--- src/rtl/rotary_quad_decoder.sv ---
// Rotary encoder front end. It synchronizes and debounces the raw quadrature
// pins, decodes detents and direction, and keeps a wrapping detent count.
// r_event is a clean level that rises once per detent. r_dir settles at least
// one cycle before that rise.
module rotary_quad_decoder #(
    parameter int DEBOUNCE_CYCLES = 1000,
    parameter int POS_W           = 8
) (
    input  logic             clk,
    input  logic             rst,
    input  logic             rot_a,
    input  logic             rot_b,
    output logic             r_event,
    output logic             r_dir,
    output logic             r_step,
    output logic [POS_W-1:0] pos
);

    localparam int CNT_W = (DEBOUNCE_CYCLES > 1) ? $clog2(DEBOUNCE_CYCLES) : 1;
    localparam logic [CNT_W-1:0] CNT_LAST = CNT_W'(DEBOUNCE_CYCLES - 1);

    // Cycles after reset before q1 reflects the real pins. The sync and
    // debounce flops reset to 0, so an encoder resting at 11 would otherwise
    // look like 00 for a while and arm the detector too early.
    localparam int SETTLE   = DEBOUNCE_CYCLES + 3;
    localparam int SETTLE_W = $clog2(SETTLE + 1);
    localparam logic [SETTLE_W-1:0] SETTLE_LAST = SETTLE_W'(SETTLE);

    // Bit 0 is channel A and bit 1 is channel B.
    logic [1:0]          meta;
    logic [1:0]          sync;
    logic [1:0]          db;
    logic [CNT_W-1:0]    cnt [2];
    logic                a_db;
    logic                b_db;
    logic                q1;
    logic                q2;
    logic                q1_d;
    logic                armed;
    logic [SETTLE_W-1:0] settle_cnt;
    logic                rise;
    logic                rise_d;

    assign a_db = db[0];
    assign b_db = db[1];
    assign rise = q1 & ~q1_d & armed;

    // Two-flop synchronizer per channel for the asynchronous pins.
    // NOTE: sequential state uses non-blocking assignments so every flop
    // samples pre-edge values, independent of block ordering.
    always_ff @(posedge clk or posedge rst) begin
        if (rst) begin
            meta <= '0;
            sync <= '0;
        end else begin
            meta <= {rot_b, rot_a};
            sync <= meta;
        end
    end

    // Per-channel debounce: db flips only after DEBOUNCE_CYCLES consecutive disagreeing cycles.
    always_ff @(posedge clk or posedge rst) begin
        if (rst) begin
            db <= '0;
            for (int i = 0; i < 2; i++) begin
                cnt[i] <= '0;
            end
        end else begin
            for (int i = 0; i < 2; i++) begin
                if (sync[i] == db[i]) begin
                    cnt[i] <= '0;
                end else if (cnt[i] == CNT_LAST) begin
                    db[i]  <= sync[i];
                    cnt[i] <= '0;
                end else begin
                    cnt[i] <= cnt[i] + CNT_W'(1);
                end
            end
        end
    end

    // Quadrature decode: q1 marks the detent half (11/00), q2 the direction half (01/10).
    always_ff @(posedge clk or posedge rst) begin
        if (rst) begin
            q1 <= 1'b0;
            q2 <= 1'b0;
        end else begin
            case ({a_db, b_db})
                2'b11:   q1 <= 1'b1;
                2'b00:   q1 <= 1'b0;
                default: q1 <= q1;
            endcase
            case ({a_db, b_db})
                2'b01:   q2 <= 1'b1;
                2'b10:   q2 <= 1'b0;
                default: q2 <= q2;
            endcase
        end
    end

    // Arming: wait for the front end to settle, then arm on the first q1 == 0.
    always_ff @(posedge clk or posedge rst) begin
        if (rst) begin
            settle_cnt <= '0;
            armed      <= 1'b0;
        end else begin
            if (settle_cnt != SETTLE_LAST) begin
                settle_cnt <= settle_cnt + SETTLE_W'(1);
            end
            if (settle_cnt == SETTLE_LAST && !q1) begin
                armed <= 1'b1;
            end
        end
    end

    // Detent edge: latch direction, move the counter, then raise r_event and r_step together.
    always_ff @(posedge clk or posedge rst) begin
        if (rst) begin
            q1_d    <= 1'b0;
            rise_d  <= 1'b0;
            r_event <= 1'b0;
            r_step  <= 1'b0;
            r_dir   <= 1'b0;
            pos     <= '0;
        end else begin
            q1_d    <= q1;
            rise_d  <= rise;
            r_event <= q1_d & armed;
            r_step  <= rise_d;
            if (rise) begin
                r_dir <= q2;
                pos   <= q2 ? pos + POS_W'(1) : pos - POS_W'(1);
            end
        end
    end

endmodule

--- config.mk ---
export PLATFORM = sky130hd
export DESIGN_NAME = rotary_quad_decoder
export DESIGN_NICKNAME = d
export VERILOG_FILES = /design/src/rtl/rotary_quad_decoder.sv
export SDC_FILE = /design/constraint.sdc
export NUM_CORES = 1
export LEC_CHECK = 0
export BUFFER_PORTS_ARGS = -buffer_cell sky130_fd_sc_hd__buf_2
export CAP_MARGIN = 40
export CORE_AREA = 2 2 71 73
export DETAILED_ROUTE_END_ITERATION = 7
export DIE_AREA = 0 0 73 75
export PLACE_DENSITY_LB_ADDON = 0.1
export SYNTH_ARGS = -nofsm -noshare
export SYNTH_HDL_FRONTEND = slang
export SYNTH_SLANG_ARGS = --single-unit
--- constraint.sdc ---
create_clock -name clk -period 2.1 [get_ports clk]
set_input_delay 0.315 -clock clk [delete_from_list [all_inputs] [get_ports clk]]
set_output_delay 0.315 -clock clk [all_outputs]
set_load 0.01 [all_outputs]
# Word-level counts from Yosys, hierarchy flattened
# Cells that the tools add are included.
# classes
n_mux	7
shifts	0
n_bitwise	6
mul	0
eq_ne	9
add_sub_neg	5
reduce_logical	7
div	0
n_lt_le_gt_ge	0
# ops
cell	count
10-bit 2-to-1 mux	4
10-bit by 1-bit adder with 10-bit output, second input constant	3
10-bit == test, second input constant	3
10-bit inequality test, second input constant	1
8-bit by 1-bit adder with 8-bit output, second input constant	1
8-bit 2-to-1 mux	1
8-bit by 1-bit subtractor with 8-bit output, second input constant	1
2-bit == test, second input constant	2
1-bit one-hot mux with 2 select lines	2
2-bit AND reduction	2
2-bit nonzero test	2
1-bit bitwise AND	3
1-bit NOT	3
1-bit == test	2
2-bit by 1-bit == test with 1-bit output, second input constant	1
2-bit zero test	1
1-bit logical AND	1
1-bit zero test	1
# word_totals
reg_bits	52
n_memories	0
inputBits	4
output_inout_bits	11
word_cells	50
rom_bits	0
mem_bits_rw	0
latch_bits	0

# Longest topological paths before layout
# Gate-level depths: netlist (run 1).
# depth
depth_word	3
depth_mapped	8
ltp_nobuf	7

# Worst setup path before layout (run 1)
# OpenSTA, ideal clock, no wires.
# synth_timing
kind	register to register
from	register q2
to	register pos[7]
slack_ns	0.027
required_time_ns	1.963
synth_period_minus_slack_ns	2.073
setup_ns	0.137
arrival_time_ns	1.936
path_buffers	1
stages_incl_launch_ff	9
cell_sequence	dfrtp_1 -> clkbuf_1 -> inv_1 -> ha_1 -> a211oi_2 -> nor2_1 -> a31o_2 -> o41ai_1 -> o32ai_1
# synth_between
elab_chain_len	1
# synth_rtl
item	line_no	text
start, declared	37	logic q2;
start signal, assigned	96	default: q2 <= q2;
8-bit 2-to-1 mux	132	pos <= q2 ? pos + POS_W'(1) : pos - POS_W'(1);
end signal, assigned	132	
end, declared	16	output logic [POS_W-1:0] pos
# Every way passes these cells.
# A chain may end at the register's enable or synchronous reset.

# Final worst setup path (run 1)
# Same ends and word-level chain as after synthesis.

==> reports/metrics.cfg, run 1 <==
[outcome]
status = completed

[floorplanning]
die-area_um2 = 5475
io_pins = 15
rows = 25
die_w_um = 73
initial_utilization_pct = 52.08
die_h_um = 75
core_area_um2 = 4661

[power_and_ir_drop]
p_leak_nw = 1.284
clkPwrFrac_pct = 35.3
switchingPower_w = 0.0003597
powerDensity_nw_per_um2 = 615.8
switching_share_pct = 21.76
seqPwrFrac_pct = 61.8
pwr-share-comb_pct = 2.9
ir_drop_uv = 416.1
p_int_w = 0.001294

[setup_path]
crit_chain = inv_2 -> ha_1 -> a211oi_2 -> nor2_1 -> a31o_2 -> o41ai_1 -> o32ai_1
required_ns = 2.28
crit_fanout = 7
ff2ff_path_depth = 7
end_kind = flip-flop
rr_startpoint = q2$_DFFE_PP0P_
slowest_stage = dfrtp_1
worstPathArrival_ns = 2.09
cp_slowest_stage_delay_ns = 0.40
startpoint_type = flip-flop
reg2reg_slack_ns = 0.19
r2r_end = pos[7]$_DFFE_PP0P_
worstSetupPathType = flip-flop to flip-flop

[global_routing]
antenna_found_initial = 0
grt_pass1_wl_um = 6906
grtUsageTotal_pct = 16.40
grt-ovfl-total = 0
grt_max_degree = 31
first_global_vias = 1560

[layout]
stdcell_area_um2 = 2685
synthToLayoutAreaGrowth_pct = 10.62
final.fill_count = 405
diodes = 0
layout.nets = 263
layout_commonest_cell = dfrtp_1
layout_common_cells = dfrtp_1, nor2_1, nand2_1
drive_above_1_share_pct = 14.92

[synthesis]
synth-seq-cells = 52
yosysSeqAreaShare_pct = 53.61
synthDistinctLibCells = 38
netlist_instances = 225
yosys-top-cells-area = dfrtp_1, xnor2_1, ha_1
synth.avg_cell_area_um2 = 10.79
synth_top_area_cell = dfrtp_1
synth_area_um2 = 2427
synth.top_cell.area_share_pct = 53.61
synth_flop_cell = dfrtp_1
synthArstFlopShare_pct = 100.0
syn_nets = 241
yosysWarnings = 0
synth_edf_count = 0

[placed_design]
dp_hpwl_um = 2662
gp_congestion = 0.7802
place_area_um2 = 2592
dp_slack_ns = 0.1069
io_buffers = 14

[drt]
wl_per_cell_um = 12.44
dr_total_vias = 1574
totalWireLength_um = 3756
top_layer = met4
wl_met2_um = 1686
drc = 0
dr.first_iter.drc_count = 79
wl_met1_um = 1884
viasPerCell = 5.212
antenna_left = 0
met3_length_um = 119
drt_pass1_iterations = 4

[clock_network]
clk_pin_slew_worst_paths_ns = 0.09
root_buffer = clkbuf_8
cts_made_buffers = 5
cts_resized = 0
cts_setup_buffers = 0
htreeDepth = 2
clk_latency_ns = 0.30
cts_tree = yes
clockBufferDepth = 2
clock-sinks = 52
cts_hold_buffers = 0

[sta]
report.final.slew_viol_count = 0
setup_slack_ns = 0.1891
finalHoldViolations = 0
finalSetupTns_ns = 0
max_slew_margin_pct = 66.85
setup_viol = 0
finalCritPeriodShare_pct = 90.99
worst_pin_slew_ns = 0.4957
fin_crit_ns = 1.911
rsz0062_at_grt = false
whs_ns = 0.02545
fin_skew_ns = 0.007431
fmax_mhz = 523.3

[min_path]
worstHoldPathType = primary input to async pin

[flow_run]
maxCapViolCount = 0

==> critical path: cells and delay by family, from the launching register on <==
kind	cells	cell delay, ns
AND/OR/NAND/NOR	1	0.12
adder cells (fa/ha/maj)	1	0.26
AO/OA/AOI/OAI	4	0.87
buffers and inverters	1	0.13
flip-flops	1	0.40
==> area by class of cell <==
cell class	instances	area, um^2	area share (%)
well taps	54	67.56	2.516
clock inverters	2	10.01	0.3728
clock buffers	6	82.58	3.075
repair buffers	17	105.1	3.914
flip-flops and latches	52	1301	48.46
multi-input cells	158	1070	39.84
inverters	13	48.80	1.817
==> sequential cells by signal, indices dropped and copies added (netlist names), 2 cells and up <==
signal      count
db              2
cnt            20
pos             8
sync            2
meta            2
settle_cnt     10
==> metrics by stage <==
stage	utilization [%]	power, W	std cells
4_1_cts	57.61	0.001692	302
6_report	57.61	0.001653	302
3_3_place_gp	55.62	0.001093	294
5_1_grt	57.61	0.001733	302
3_5_place_dp	55.62	0.001094	294
2_1_floorplan	-	0.001073	225
==> metal layers <==
layer	global-route usage, %	vias to the layer above
li1	-	808
met1	21.92	732
met2	25.73	28
met3	4.016	6
met4	6.790	0
met5	0	-
==> kinds of logic after synthesis <==
kind of cell	share of synthesized area, %
AND/OR/NAND/NOR	15.98
multiplexers	1.546
AO/OA/AOI/OAI	9.226
XOR/XNOR	10.82
flip-flops	53.61
adder cells (fa/ha/maj)	6.495
buffers and inverters	2.320
==> power by group through the flow <==
stage	Clock, W	Sequential [W]	Combinational [W]
detailed placement	0	0.00104	0.0000521
finish	0.000583	0.00102	0.0000486
global route	0.000650	0.00102	0.0000592
floorplan	0	0.00104	0.0000337
global placement	0	0.00104	0.0000511
CTS	0.000618	0.00102	0.0000520
==> Yosys cell counts, drive strengths merged, types with 5 or more instances <==
cell type   n
inv        13
nor2       28
nor3        5
and3        6
xnor2      17
dfrtp      52
nand3       9
o21ai       8
nand2      22
xor2       13
ha         11
==> worst max path at each step <==
stage	slack (ns)	cells past startpoint	startpoint	to
5_1_grt	0.01	7	q2$_DFFE_PP0P_	pos[7]$_DFFE_PP0P_
3_3_place_gp	0.17	7	q2$_DFFE_PP0P_	pos[7]$_DFFE_PP0P_
2_1_floorplan	0.03	8	q2$_DFFE_PP0P_	pos[7]$_DFFE_PP0P_
4_1_cts	0.09	7	q2$_DFFE_PP0P_	pos[7]$_DFFE_PP0P_
6_report	0.19	7	q2$_DFFE_PP0P_	pos[7]$_DFFE_PP0P_
3_5_place_dp	0.11	7	q2$_DFFE_PP0P_	pos[7]$_DFFE_PP0P_
Power figures use the tool's default switching activity.
==> inputs of run 2 (changes only) <==
CORE_AREA = 2 2 69 71   (was 2 2 71 73)
CTS_BUF_LIST = sky130_fd_sc_hd__clkbuf_2   (was not set)
DIE_AREA = 0 0 71 73   (was 0 0 73 75)
==> reports/metrics.cfg, run 2 (synthesis results as in run 1) <==
[outcome]
status = completed

[drt]
wl_per_cell_um = 12.04  ; -3.2%
viasPerCell = 5.222  ; +0.20%
dr_total_vias = 1598  ; +1.5%
totalWireLength_um = 3685  ; -1.9%
antenna_left = 0  ; unchanged
dr.first_iter.drc_count = 71  ; -10%
drt_pass1_iterations = 4  ; unchanged
drc = 0  ; unchanged

[sta]
finalCritPeriodShare_pct = 94.34  ; +3.3 points
finalHoldViolations = 0  ; unchanged
fmax_mhz = 504.8  ; -3.5%
worst_pin_slew_ns = 0.3575  ; -0.1382 ns
report.final.slew_viol_count = 0  ; unchanged
setup_viol = 0  ; unchanged
rsz0062_at_grt = false
fin_crit_ns = 1.981  ; +0.07016 ns
finalSetupTns_ns = 0  ; unchanged
fin_skew_ns = 0.03424  ; +0.02681 ns
setup_slack_ns = 0.1189  ; -0.07016 ns
max_slew_margin_pct = 76.10  ; +9.2 points

[setup_path]
end_kind = flip-flop
worstSetupPathType = flip-flop to flip-flop
startpoint_type = flip-flop
worstPathArrival_ns = 2.32  ; +0.23 ns
required_ns = 2.44  ; +0.16 ns
crit_fanout = 7  ; unchanged

[floorplanning]
rows = 25  ; unchanged
die_w_um = 71  ; -2.7%
core_area_um2 = 4536  ; -2.7%
die-area_um2 = 5183  ; -5.3%
die_h_um = 73  ; -2.7%
initial_utilization_pct = 53.52  ; +1.4 points
io_pins = 15  ; unchanged

[clock_network]
clock-sinks = 52  ; unchanged
clk_pin_slew_worst_paths_ns = 0.26  ; +0.17 ns
htreeDepth = 2  ; unchanged
cts_setup_buffers = 0  ; unchanged
clockBufferDepth = 2  ; unchanged
cts_tree = yes
clk_latency_ns = 0.43  ; +0.13 ns
root_buffer = clkbuf_2
cts_made_buffers = 5  ; unchanged

[layout]
layout_commonest_cell = dfrtp_1
layout_common_cells = dfrtp_1, nor2_1, nand2_1
diodes = 0  ; unchanged
synthToLayoutAreaGrowth_pct = 10.62  ; unchanged
layout.nets = 267  ; +1.5%
top_register = cnt
final.fill_count = 376  ; -7.2%
largest_reg_flops = 20  ; unchanged
drive_above_1_share_pct = 14.68  ; -0.24 points
stdcell_area_um2 = 2685  ; unchanged
reg_top3 = cnt (20), settle_cnt (10), pos (8)

[placed_design]
gp_congestion = 0.8781  ; +13%
io_buffers = 14  ; unchanged
dp_slack_ns = 0.1036  ; -0.003231 ns
dp_hpwl_um = 2683  ; +0.79%
place_area_um2 = 2587  ; -0.19%

[global_routing]
grtUsageTotal_pct = 16.36  ; -0.045 points
antenna_found_initial = 0  ; unchanged
grt_max_degree = 25  ; -19%
grt_pass1_wl_um = 6706  ; -2.9%
grt-ovfl-total = 0  ; unchanged
first_global_vias = 1535  ; -1.6%

[min_path]
worstHoldPathType = primary input to async pin

[power_and_ir_drop]
powerDensity_nw_per_um2 = 589.5  ; -4.3%
p_leak_nw = 1.286  ; +0.16%
ir_drop_uv = 357.4  ; -14%

[flow_run]
maxCapViolCount = 0  ; unchanged

[run 2: cell types whose count changed in the layout (fill, tap and decap cells not counted), sizes merged]
cell | before | now
bufinv | 0 | 1
dlygate4sd3 | 0 | 3
buf | 17 | 18
clkbuf | 6 | 5
[run 2: worst paths after layout]
path | slack [ns] | endpoint | cells past startpoint | start
max reg2reg | 0.12 | pos[7]$_DFFE_PP0P_ | 7 | q2$_DFFE_PP0P_
max in group asynchronous | 1.30 | cnt[8]$_DFF_PP0_ | 4 | rst
min reg2reg | 0.38 | sync[1]$_DFF_PP0_ | 0 | meta[1]$_DFF_PP0_
min in group clk | 0.38 | sync[1]$_DFF_PP0_ | 0 | meta[1]$_DFF_PP0_
min | 0.26 | cnt[15]$_DFF_PP0_ | 3 | rst
max | 0.12 | pos[7]$_DFFE_PP0P_ | 7 | q2$_DFFE_PP0P_
[run 2: power by group]
| group | switching, W | internal [W] |
|---|---|---|
| Clock | 0.000307 | 0.000200 |
| Sequential | 0.00000791 | 0.00102 |
| Combinational | 0.0000325 | 0.0000189 |
| Total | 0.000347 | 0.00124 |
[run 2: worst max-delay path, cell delays in order (launching register included)]
cell and delay (ns):
dfrtp_1 0.45, inv_2 0.12, ha_1 0.29, o21ai_0 0.25, nor2_1 0.13, a31o_2 0.27, o41ai_1 0.26, o32ai_1 0.12
[run 2: stage by stage]
step / total power (W) / utilization, % / cells / hold WS, ns
2_1_floorplan: 0.001073 / - / 225 / 0.3312
3_3_place_gp: 0.001090 / 57.05 / 295 / 0.2129
3_5_place_dp: 0.001091 / 57.05 / 295 / 0.2114
4_1_cts: 0.001612 / 59.20 / 306 / 0.2198
5_1_grt: 0.001654 / 59.20 / 306 / 0.2238
6_report: 0.001583 / 59.20 / 306 / 0.2573
[run 2: area by class of cell]
cell class	count	area (um^2)	share of cell area, %
flip-flops and latches	52	1301	48.46
clock inverters	3	42.54	1.584
repair buffers	21	130.1	4.846
multi-input cells	158	1070	39.84
clock buffers	5	25.02	0.9320
inverters	13	48.80	1.817
well taps	54	67.56	2.516
[run 2: timing repair]
action                                  4_1_cts  5_1_grt
hold endpoints to repair                     44        0
endpoints found under the setup margin        0        1
hold buffers                                  3        0
gates resized for setup                       0        1
[run 2: per-layer routing]
metal  routed length [um]  up-vias  track usage, %
met1                 1849      751           22.88
met5                    0        -               0
met4                   53        0           6.080
met2                 1672       23           24.82
met3                  108        6           4.144
li1                     -      818               -
==> inputs of run 3 (changes only) <==
ABC_AREA = 1   (was not set)
CORE_AREA = 2 2 71 73   (was 2 2 69 71)
DIE_AREA = 0 0 73 75   (was 0 0 71 73)
==> reports/metrics.cfg, run 3 <==
[setup_path]
crit_fanout = 7  ; unchanged
r2r_end = pos[6]$_DFFE_PP0P_
rr_startpoint = q2$_DFFE_PP0P_
required_ns = 2.44  ; about the same
end_kind = flip-flop
startpoint_type = flip-flop
crit_chain = inv_1 -> ha_1 -> or2_2 -> nand3_1 -> nand3b_1 -> nand3_1 -> nand2_1
cp_common_cell = nand3_1
ff2ff_path_depth = 7  ; unchanged
cp_slowest_stage_delay_ns = 0.48  ; +0.03 ns
slowest_stage = dfrtp_1
worstPathArrival_ns = 2.07  ; -0.25 ns
worstSetupPathType = flip-flop to flip-flop
critPathBufInv = 1  ; unchanged
crit_family = simple AND/OR/NAND/NOR gates
reg2reg_slack_ns = 0.38  ; +0.26 ns

[synthesis]
synth_flop_cell = dfrtp_1
synth_common_cells = nand2_1, dfrtp_1, inv_1, nor2_1, nand3_1
synth_area_um2 = 2527  ; +4.1%
synth_edf_count = 0  ; unchanged
synthDistinctLibCells = 26  ; -32%
netlist_instances = 282  ; +25%
yosysMostFrequentCell = nand2_1
syn_nets = 298  ; +24%
synth-seq-cells = 52  ; unchanged
yosysWarnings = 0  ; unchanged
yosys-top-cells-area = dfrtp_1, nand2_1, inv_1
synth.top_cell.area_share_pct = 51.49  ; -2.1 points
synthArstFlopShare_pct = 100.0  ; unchanged
yosysSeqAreaShare_pct = 51.49  ; -2.1 points
synth_top_area_cell = dfrtp_1
synth.avg_cell_area_um2 = 8.962  ; -17%

[drt]
viasPerCell = 4.933  ; -5.5%
wl_per_cell_um = 10.76  ; -11%
drc = 0  ; unchanged
totalWireLength_um = 3875  ; +5.2%
antenna_left = 0  ; unchanged
drt_pass1_iterations = 5  ; +1
dr.first_iter.drc_count = 87  ; +23%
dr_total_vias = 1776  ; +11%

[sta]
finalHoldViolations = 0  ; unchanged
max_slew_margin_pct = 57.45  ; -19 points
fin_skew_ns = 0.002903  ; -0.03134 ns
finalCritPeriodShare_pct = 81.95  ; -12 points
report.final.slew_viol_count = 0  ; unchanged
fmax_mhz = 581.1  ; +15%
worst_pin_slew_ns = 0.6382  ; +0.2807 ns
setup_slack_ns = 0.3790  ; +0.2601 ns
rsz0062_at_grt = false
fin_crit_ns = 1.721  ; -0.2601 ns
finalSetupTns_ns = 0  ; unchanged
setup_viol = 0  ; unchanged

[placed_design]
dp_hpwl_um = 2720  ; +1.4%
dp_slack_ns = 0.4066  ; +0.3030 ns
gp_congestion = 0.7752  ; -12%
io_buffers = 14  ; unchanged
place_area_um2 = 2661  ; +2.9%

[layout]
stdcell_area_um2 = 2720  ; +1.3%
diodes = 0  ; unchanged
reg_top3 = cnt (20), settle_cnt (10), pos (8)
layout_commonest_cell = nand2_1
drive_above_1_share_pct = 12.42  ; -2.3 points
layout.nets = 321  ; +20%
largest_reg_flops = 20  ; unchanged
layout_common_cells = nand2_1, dfrtp_1, inv_1
top_register = cnt
synthToLayoutAreaGrowth_pct = 7.624

[min_path]
worstHoldPathType = primary input to async pin

[global_routing]
grtUsageTotal_pct = 16.26  ; -0.099 points
antenna_found_initial = 0  ; unchanged
grt-ovfl-total = 0  ; unchanged
first_global_vias = 1647  ; +7.3%
grt_max_degree = 53  ; +110%
grt_pass1_wl_um = 6927  ; +3.3%

[floorplanning]
io_pins = 15  ; unchanged
die_w_um = 73  ; +2.8%
initial_utilization_pct = 54.23  ; +0.71 points
die-area_um2 = 5475  ; +5.6%
core_area_um2 = 4661  ; +2.8%
die_h_um = 75  ; +2.7%
rows = 25  ; unchanged

[clock_network]
clk_pin_slew_worst_paths_ns = 0.23  ; -0.03 ns
clock-sinks = 52  ; unchanged
cts_tree = yes
cts_setup_buffers = 0  ; unchanged
root_buffer = clkbuf_2
htreeDepth = 2  ; unchanged
cts_resized = 0  ; unchanged
clockBufferDepth = 2  ; unchanged
clk_latency_ns = 0.41  ; -0.02 ns
cts_made_buffers = 5  ; unchanged
cts_hold_buffers = 2  ; -1

[power_and_ir_drop]
powerDensity_nw_per_um2 = 537.0  ; -8.9%
clkPwrFrac_pct = 26.3  ; -5.7 points
p_int_w = 0.001121  ; -9.3%
pwr-share-comb_pct = 3.6  ; +0.4 points
switching_share_pct = 23.27  ; +1.3 points
seqPwrFrac_pct = 70.2  ; +5.5 points
ir_drop_uv = 447.9  ; +25%
p_leak_nw = 1.391  ; +8.2%
finalPower_w = 0.001461  ; -7.7%
switchingPower_w = 0.0003399  ; -2.2%

[outcome]
status = completed

[flow_run]
maxCapViolCount = 0  ; unchanged

-- run 3: cell types whose count changed in the layout (fill, tap and decap cells not counted), moves of 4 or more --
cell | previous run | this run
nor3_1 | 5 | 12
inv_1 | 11 | 36
and3_1 | 5 | 1
nand2_1 | 22 | 64
xnor2_1 | 17 | 6
nand3_1 | 8 | 16
nor2_1 | 28 | 32
a21oi_1 | 3 | 10
-- run 3: tightest hold or removal path: cells and delay by family --
family / cells / cell delay, ns
buffers and inverters: 3 / 0.62
-- run 3: cell type report --
| cell class | instances | area (um^2) |
|---|---|---|
| Sequential cell | 52 | 1301 |
| Clock inverter | 1 | 3.754 |
| Clock buffer | 7 | 35.03 |
| Inverter | 39 | 148.9 |
| Multi-Input combinational cell | 190 | 1066 |
| Timing Repair Buffer | 17 | 97.59 |
| Tap cell | 54 | 67.56 |
| Fill cell | 394 | 1941 |
-- run 3: per-stage QoR --
| step | utilization [%] | hold WS [ns] | cells |
|---|---|---|---|
| after floorplan | - | 0.3312 | 282 |
| after global placement | 57.10 | 0.3327 | 350 |
| after detailed placement | 57.10 | 0.3347 | 350 |
| after CTS | 58.36 | 0.01163 | 360 |
| after global routing | 58.36 | 0.03698 | 360 |
| final | 58.36 | 0.004024 | 360 |
-- run 3: routing by layer --
metal | vias to the layer above | share of wire, % | GRT usage [%]
met5 | - | 0 | 0
met4 | 0 | 1.9 | 6.173
met3 | 8 | 2.9 | 4.016
met2 | 25 | 44 | 26.03
met1 | 805 | 51 | 21.52
li1 | 938 | - | -
-- run 3: kinds of logic after synthesis --
group	synth area share [%]
AOI/OAI and AO/OA	4.406
xor gates and xnor gates	6.584
and+or+nand+nor	24.95
adders and majority gates	6.238
buffers and inverters	6.336
DFF	51.49
-- run 3: power groups by stage --
stage / Combinational [W] / Clock, W / Sequential (W)
CTS: 0.0000541 / 0.000411 / 0.00103
global route: 0.0000632 / 0.000439 / 0.00103
global placement: 0.0000504 / 0 / 0.00104
detailed placement: 0.0000513 / 0 / 0.00104
floorplan: 0.0000370 / 0 / 0.00104
finish: 0.0000522 / 0.000384 / 0.00103
-- run 3: worst max-delay path by stage --
stage,startpoint,end,slack (ns),cells past startpoint
3_5_place_dp,q2$_DFFE_PP0P_,pos[6]$_DFFE_PP0P_,0.41,7
4_1_cts,q2$_DFFE_PP0P_,pos[6]$_DFFE_PP0P_,0.38,7
5_1_grt,q2$_DFFE_PP0P_,pos[5]$_DFFE_PP0P_,0.18,9
6_report,q2$_DFFE_PP0P_,pos[6]$_DFFE_PP0P_,0.38,7
3_3_place_gp,q2$_DFFE_PP0P_,pos[6]$_DFFE_PP0P_,0.44,7
2_1_floorplan,rst,armed$_DFFE_PP0P_,0.53,1
